[config.mk]
export PLATFORM = sky130hd
export DESIGN_NAME = sound_mailbox
export DESIGN_NICKNAME = d
export VERILOG_FILES = /design/src/rtl/sound_pkg.sv /design/src/rtl/strobe_edge.sv /design/src/rtl/sound_mailbox.sv
export SDC_FILE = /design/constraint.sdc
export NUM_CORES = 1
export LEC_CHECK = 0
export BUFFER_PORTS_ARGS = -buffer_cell sky130_fd_sc_hd__buf_4
export CORE_MARGIN = 4
export CORE_UTILIZATION = 33
export CTS_CLUSTER_SIZE = 24
export DETAILED_ROUTE_END_ITERATION = 12
export MAX_ROUTING_LAYER = met4
export PLACE_DENSITY_LB_ADDON = 0.2
export SLEW_MARGIN = 30
export SYNTH_ARGS = -nofsm -noshare
export SYNTH_HDL_FRONTEND = slang
export SYNTH_SLANG_ARGS = --single-unit
[constraint.sdc]
create_clock -name CLK -period 2.1 [get_ports CLK]
set_input_delay 0.105 -clock CLK [delete_from_list [all_inputs] [get_ports CLK]]
set_output_delay 0.105 -clock CLK [all_outputs]
set_load 0.03 [all_outputs]
[src/rtl/sound_pkg.sv]
// Shared definitions for the 68k <-> Z80 sound mailbox.
package sound_pkg;

  localparam int         OVR_W_DEF    = 4;
  localparam logic [7:0] CMD_INIT_DEF = 8'h00;

  // Mailbox status flags kept together as one register.
  typedef struct packed {
    logic pending;  // command written, not yet read by the Z80
    logic fresh;    // reply written, not yet read by the 68k
    logic nmi_en;   // Z80 has NMI delivery enabled
  } mb_status_t;

endpackage

[src/rtl/strobe_edge.sv]
// Rising-edge detector for a level strobe: one-cycle event per low-to-high
// transition. History clears on reset, so a strobe held high through reset
// release produces one event on the first clock.
module strobe_edge (
  input  logic clk,
  input  logic rst,
  input  logic strobe,
  output logic evt
);

  logic prev_q;
  logic prev_d;

  // Next history is simply the current level.
  always_comb begin
    prev_d = strobe;
  end

  // History register.
  always_ff @(posedge clk or posedge rst) begin
    if (rst) prev_q <= 1'b0;
    else     prev_q <= prev_d;
  end

  assign evt = strobe & ~prev_q;

endmodule

[src/rtl/sound_mailbox.sv]
// Bidirectional byte mailbox between the 68k main CPU and the Z80 sound CPU.
// Holds the command/reply latches, status flags, overrun counter and the
// registered active-low NMI to the Z80.
module sound_mailbox
  import sound_pkg::*;
#(
  parameter int         OVR_W    = OVR_W_DEF,
  parameter logic [7:0] CMD_INIT = CMD_INIT_DEF
) (
  input  logic             CLK,
  input  logic             RESET,
  input  logic             M68K_WR,
  input  logic [7:0]       M68K_DIN,
  input  logic             M68K_RD,
  output logic [7:0]       M68K_DOUT,
  input  logic             Z80_CMD_RD,
  output logic [7:0]       Z80_CMD,
  input  logic             Z80_REPLY_WR,
  input  logic [7:0]       Z80_DIN,
  input  logic             Z80_NMI_EN,
  input  logic             Z80_NMI_DIS,
  output logic             nZ80NMI,
  output logic             CMD_PENDING,
  output logic             REPLY_FRESH,
  output logic [OVR_W-1:0] OVERRUN
);

  logic ev_m68k_wr, ev_m68k_rd, ev_z80_rd, ev_z80_wr, ev_nmi_en, ev_nmi_dis;

  strobe_edge u_edge_m68k_wr (.clk(CLK), .rst(RESET), .strobe(M68K_WR),      .evt(ev_m68k_wr));
  strobe_edge u_edge_m68k_rd (.clk(CLK), .rst(RESET), .strobe(M68K_RD),      .evt(ev_m68k_rd));
  strobe_edge u_edge_z80_rd  (.clk(CLK), .rst(RESET), .strobe(Z80_CMD_RD),   .evt(ev_z80_rd));
  strobe_edge u_edge_z80_wr  (.clk(CLK), .rst(RESET), .strobe(Z80_REPLY_WR), .evt(ev_z80_wr));
  strobe_edge u_edge_nmi_en  (.clk(CLK), .rst(RESET), .strobe(Z80_NMI_EN),   .evt(ev_nmi_en));
  strobe_edge u_edge_nmi_dis (.clk(CLK), .rst(RESET), .strobe(Z80_NMI_DIS),  .evt(ev_nmi_dis));

  localparam logic [OVR_W-1:0] OVR_ONE = {{(OVR_W-1){1'b0}}, 1'b1};

  logic [7:0]       cmd_q, cmd_d;
  logic [7:0]       reply_q, reply_d;
  mb_status_t       status_q, status_d;
  logic [OVR_W-1:0] ovr_q, ovr_d;
  logic             nmi_n_q, nmi_n_d;

  // Next-state for latches, flags, overrun and NMI. Writes take priority over
  // the matching read; NMI disable takes priority over enable.
  always_comb begin
    cmd_d    = cmd_q;
    reply_d  = reply_q;
    status_d = status_q;
    ovr_d    = ovr_q;

    if (ev_z80_rd) status_d.pending = 1'b0;
    if (ev_m68k_wr) begin
      cmd_d            = M68K_DIN;
      status_d.pending = 1'b1;
      // A write racing the Z80 read is consumed cleanly, not an overrun.
      if (status_q.pending && !ev_z80_rd && !(&ovr_q)) ovr_d = ovr_q + OVR_ONE;
    end

    if (ev_m68k_rd) status_d.fresh = 1'b0;
    if (ev_z80_wr) begin
      reply_d        = Z80_DIN;
      status_d.fresh = 1'b1;
    end

    if (ev_nmi_en)  status_d.nmi_en = 1'b1;
    if (ev_nmi_dis) status_d.nmi_en = 1'b0;

    // Computed from next-state so NMI moves on the same edge as the event.
    nmi_n_d = ~(status_d.pending & status_d.nmi_en);
  end

  // State registers; reset drops everything immediately, including NMI.
  always_ff @(posedge CLK or posedge RESET) begin
    if (RESET) begin
      cmd_q    <= CMD_INIT;
      reply_q  <= CMD_INIT;
      status_q <= '0;
      ovr_q    <= '0;
      nmi_n_q  <= 1'b1;
    end else begin
      cmd_q    <= cmd_d;
      reply_q  <= reply_d;
      status_q <= status_d;
      ovr_q    <= ovr_d;
      nmi_n_q  <= nmi_n_d;
    end
  end

  assign Z80_CMD     = cmd_q;
  assign M68K_DOUT   = reply_q;
  assign CMD_PENDING = status_q.pending;
  assign REPLY_FRESH = status_q.fresh;
  assign OVERRUN     = ovr_q;
  assign nZ80NMI     = nmi_n_q;

endmodule

; Word level (Yosys, flattened, before mapping)
; Index checks and enable logic that the tools add are counted.
[classes]
add_sub_neg = 1
muxes = 6
bitwise_logic = 14
reduce_logical = 7
[op_table]
columns = op, count
row1 = $and A1 B1 Y1, 7
row2 = $not A1 Y1, 7
row3 = $mux W1, 6
row4 = $add A4 B1 Y4 const B, 1
row5 = $reduce_and A4 Y1, 1
row6 = $logic_and A1 B1 Y1, 2
row7 = $logic_not A1 Y1, 2
row8 = $reduce_and A2 Y1, 1
row9 = $reduce_bool A2 Y1, 1
[word_totals]
ff_bits = 30
in_bits = 24
out_inout_bits = 23

; Longest topological paths before layout
[depth]
ltp_word = 6
depth_mapped = 5
mapped_depth_nobuf = 5

; Hierarchy
; From an unflattened synthesis, not the netlist that was laid out.
[unflattened]
cells_unflattened = 78
area_unflattened_um2 = 1183.6
[modules_own_cells]
columns = mod, instances, cells_per_inst, area_per_inst_um2, seq_area_each_um2
row1 = sound_mailbox, 1, 60, 928.4, 601.8
row2 = strobe_edge, 6, 3, 42.5, 25.0

; Worst setup path after synthesis
; No wires, ideal clock.
[synth_path]
kind = reg-to-reg
startpoint = register ovr_q[0] (netlist: OVERRUN[0])
endpoint = register ovr_q[1] (netlist: OVERRUN[1])
arrival_ps = 1338
t_required_ps = 1975
setup_slack_ps = 637
path_stages_with_launch = 5
period_less_slack_ps = 1463
cell_sequence = dfrtp_1 -> ha_1 -> nand3_1 -> o2111ai_4 -> mux2_4
[synth_via]
elab_chain_cells = 4
elab_cells_between_ends = 5
cone_classes = 1 x add/sub / 4 x reduce/logical
[synth_lines]
columns = item, line_no
row1 = from (decl), sound_mailbox.sv:42  ; logic [OVR_W-1:0] ovr_q, ovr_d;
row2 = from (signal assigned), sound_mailbox.sv:86  ; ovr_q <= ovr_d;
row3 = branches (longest 4 deep; another with $add A4 B1 Y4), n/a
; Several ways; the timed one is not identified.
; A chain may end at the register's enable or synchronous reset.

; Worst setup path after layout
[layout_path]
startpoint = input M68K_WR
endpoint = register ovr_q[1] (netlist: OVERRUN[1])
[layout_via]
elab_chain_cells = 2
[layout_lines]
columns = item, line_no
row1 = from (decl), sound_mailbox.sv:12  ; input logic M68K_WR,
row2 = $and A1 B1 Y1, strobe_edge.sv:25  ; assign evt = strobe & ~prev_q;
row3 = $reduce_and A2 Y1 (no source line), n/a
; Every way passes these cells.

==> results_dict.tcl <==
set metrics [dict create \
    cts_made_buffers 5 \
    die_h_um 66.4 \
    met3_usage 0.0391 \
    cp.required_ns 2.31 \
    synth_top_area_frac 0.644 \
    synth_area_leader_cell "dfrtp_1" \
    max_freq_ghz 0.721 \
    row_count 20 \
    synth-seq-cells 30 \
    antenna_cells 0 \
    crit_fanout 10 \
    grt-ovfl-total 0 \
    hold_depth 2 \
    slew_violations 0 \
    vias 776 \
    cts_htree_levels 2 \
    antenna_found_initial 0 \
    r2r-start "OVERRUN[0]" \
    cp_cell_sequence "dlygate4sd3_1, buf_4, nor2b_4, o2111ai_4, mux2_4" \
    rsz0062_at_grt "false" \
    timing.rr.end "OVERRUN[1]" \
    dpl.cell_count 162 \
    synthAdderAreaFrac 0.0111 \
    start_util 0.357 \
    grt_use_total 0.112 \
    startpoint_type "primary input" \
    root_buffer "clkbuf_4" \
    hold_end "Z80_CMD[2]" \
    status "finished, final reports clean" \
    worstHoldStart "M68K_DIN[2]" \
    hpwlAfterDp_um 1580 \
    period_share 0.660 \
    synth_compound_area_frac 0.0433 \
    layout_min_cycle_time_ns 1.39 \
    synthToLayoutAreaGrowth_pct 54.0 \
    fin_ws_ns 0.713 \
    routed_wl_um 2270 \
    clkTransAtPathRegs_ns 0.09 \
    cp.arrival_ns 1.60 \
    slowest_delay_ns 0.53 \
    worst_path_dominant_cell_family "buffers and inverters" \
    ir_drop_mv 0.645 \
    clockBufferDepth 2 \
    yosys.area_share.xor_xnor 0.0233 \
    grt_max_degree 31 \
    cp-end-kind "flip-flop" \
    clk_latency_ns 0.31 \
    nNetsFinal 163 \
    first_pass_iters 4 \
    gp_congestion 0.711 \
    grt-busiest-layer "met2" \
    layout.cells.non_filler 183 \
    ant_nets 0 \
    finalHoldViolations 0 \
    pre_cts_slack_ns 0.745 \
    reg2reg_slack_ns 0.74 \
    drive_above_1_share 0.554 \
    synth_area_per_cell_um2 15.6 \
    die_area_um2 4410 \
    power_density_nw_per_um2 979 \
    hold_class "primary input to flip-flop" \
    drc 0 \
    globalRouteMet1Util 0.127 \
    synth_cells 72 \
    ys_warn_count 0 \
    ios 47 \
    synthSimpleGateAreaFrac 0.0500 \
    core-area_um2 3150 \
    cts_tree "built" \
    drt_iter0_drc 23 \
    grt_pass1_wl_um 3550 \
    first_global_vias 774 \
    p_leak_nw 0.833 \
    synth_area_leaders "dfrtp_1, mux2_2, dfstp_2" \
    fin_tns_setup_ns 0 \
    dieWidth_um 66.4 \
    use_met2 0.173 \
    synth_area_um2 1130 \
    synth_cell_types 21 \
    r2r_cells 4 \
    syn_nets 97 \
    io_buffers 46 \
    synth_top_family_by_area "multiplexers" \
    synth_mux_area_frac 0.173 \
    via_per_inst 4.24 \
    worst-slew-pin-transition_ns 0.365 \
    critPathSlowestCell "dlygate4sd3_1" \
    maxCapViolCount 0 \
    cts.sink_count 30 \
    cts_setup_buffers 0 \
    path_buf_inv 2 \
    finalSetupViolCount 0 \
    fin_worst_skew_ns 0.00907 \
    critical_path_class "primary input to flip-flop" \
    wl_per_cell_um 12.4 \
    ys_seq_area_frac 0.668 \
    relSlewSlack 0.757 \
]
## timing repair
item	4_1_cts	5_1_grt
hold buffers	8	5
endpoints found under the hold margin	37	5
endpoints found under the setup margin	0	0
resized for setup	0	0
## placed cells by master, fill, tap and decap left out, types with 2 or more instances in the layout
| cell type | Yosys | layout |
|---|---|---|
| buf_4 | 0 | 48 |
| dfrtp_1 | 29 | 29 |
| mux2_2 | 16 | 16 |
| dlygate4sd3_1 | 0 | 13 |
| inv_1 | 5 | 5 |
| clkbuf_4 | 0 | 5 |
| clkbuf_8 | 0 | 3 |
| nand3_1 | 2 | 2 |
| xor2_1 | 2 | 2 |
| a21oi_1 | 2 | 2 |
| nand2b_1 | 2 | 2 |
## stage by stage
stage                     power [W]  hold WS (ns)  utilization  area, um^2
after CTS                   0.00171       0.00209        0.534        1680
after global routing        0.00180      0.000161        0.550        1730
final                       0.00170        0.0215        0.550        1730
after detailed placement    0.00128         0.204        0.484        1530
after global placement      0.00127         0.207        0.484        1530
after floorplan             0.00106         0.136            -        1130
## sequential cells by signal, indices dropped and copies added, names as in the netlist
register               count
u_edge_nmi_en.prev_q       1
REPLY_FRESH                1
status_q                   1
u_edge_m68k_wr.prev_q      1
u_edge_z80_wr.prev_q       1
u_edge_m68k_rd.prev_q      1
M68K_DOUT                  8
u_edge_nmi_dis.prev_q      1
u_edge_z80_rd.prev_q       1
Z80_CMD                    8
nZ80NMI                    1
OVERRUN                    4
CMD_PENDING                1
## logic make-up (layout without fill, tap and decap cells)
logic type               Yosys count  after routing
AO/OA/AOI/OAI                      5              5
XOR/XNOR                           3              3
adder cells (fa/ha/maj)            1              1
buffers and inverters              7             74
flip-flops                        30             30
multiplexers                      17             17
AND/OR/NAND/NOR                    9              9
## report_power, final
part | total, W | internal (W) | leakage (nW) | switching (W)
registers | 0.000751 | 0.000675 | 0.352 | 0.0000758
clock network | 0.000413 | 0.000229 | 0.0446 | 0.000185
logic | 0.000534 | 0.000242 | 0.436 | 0.000292
total | 0.00170 | 0.00115 | 0.833 | 0.000552
## synthesized netlist by cell type, drive strengths merged
library cell  number
nand2              1
o2111ai            1
dfstp              1
nor2b              2
mux2              17
nor2               2
o21ai              1
a21oi              2
nand3              2
buf                2
ha                 1
dfrtp             29
nand2b             2
xor2               2
xnor2              1
inv                5
a21o               1
## final cells by class
cell class	instances	area [um^2]
Tap cell	44	55.1
Multi-Input combinational cell	35	339
Clock buffer	8	78.8
Sequential cell	30	752
Inverter	5	18.8
Timing Repair Buffer	61	490
Fill cell	282	1420
## how the worst max path moves through the flow
stage                          start    endpoint  cells after the start
6_report                     M68K_WR  OVERRUN[1]                      5
5_1_grt                      M68K_WR  OVERRUN[1]                      5
4_1_cts                      M68K_WR  OVERRUN[1]                      5
3_5_place_dp              OVERRUN[0]  OVERRUN[1]                      4
3_3_place_gp   u_edge_m68k_wr.prev_q  OVERRUN[1]                      3
2_1_floorplan             OVERRUN[0]  OVERRUN[1]                      4
## routing by layer
metal  wire, um  share of wire  vias up
li1           -              -      376
met1        892           0.39      364
met2       1150           0.51       31
met3        185          0.081        5
met4         40          0.018        0
met5          0              0        -
No activity file was read; power rests on OpenSTA's default activity.
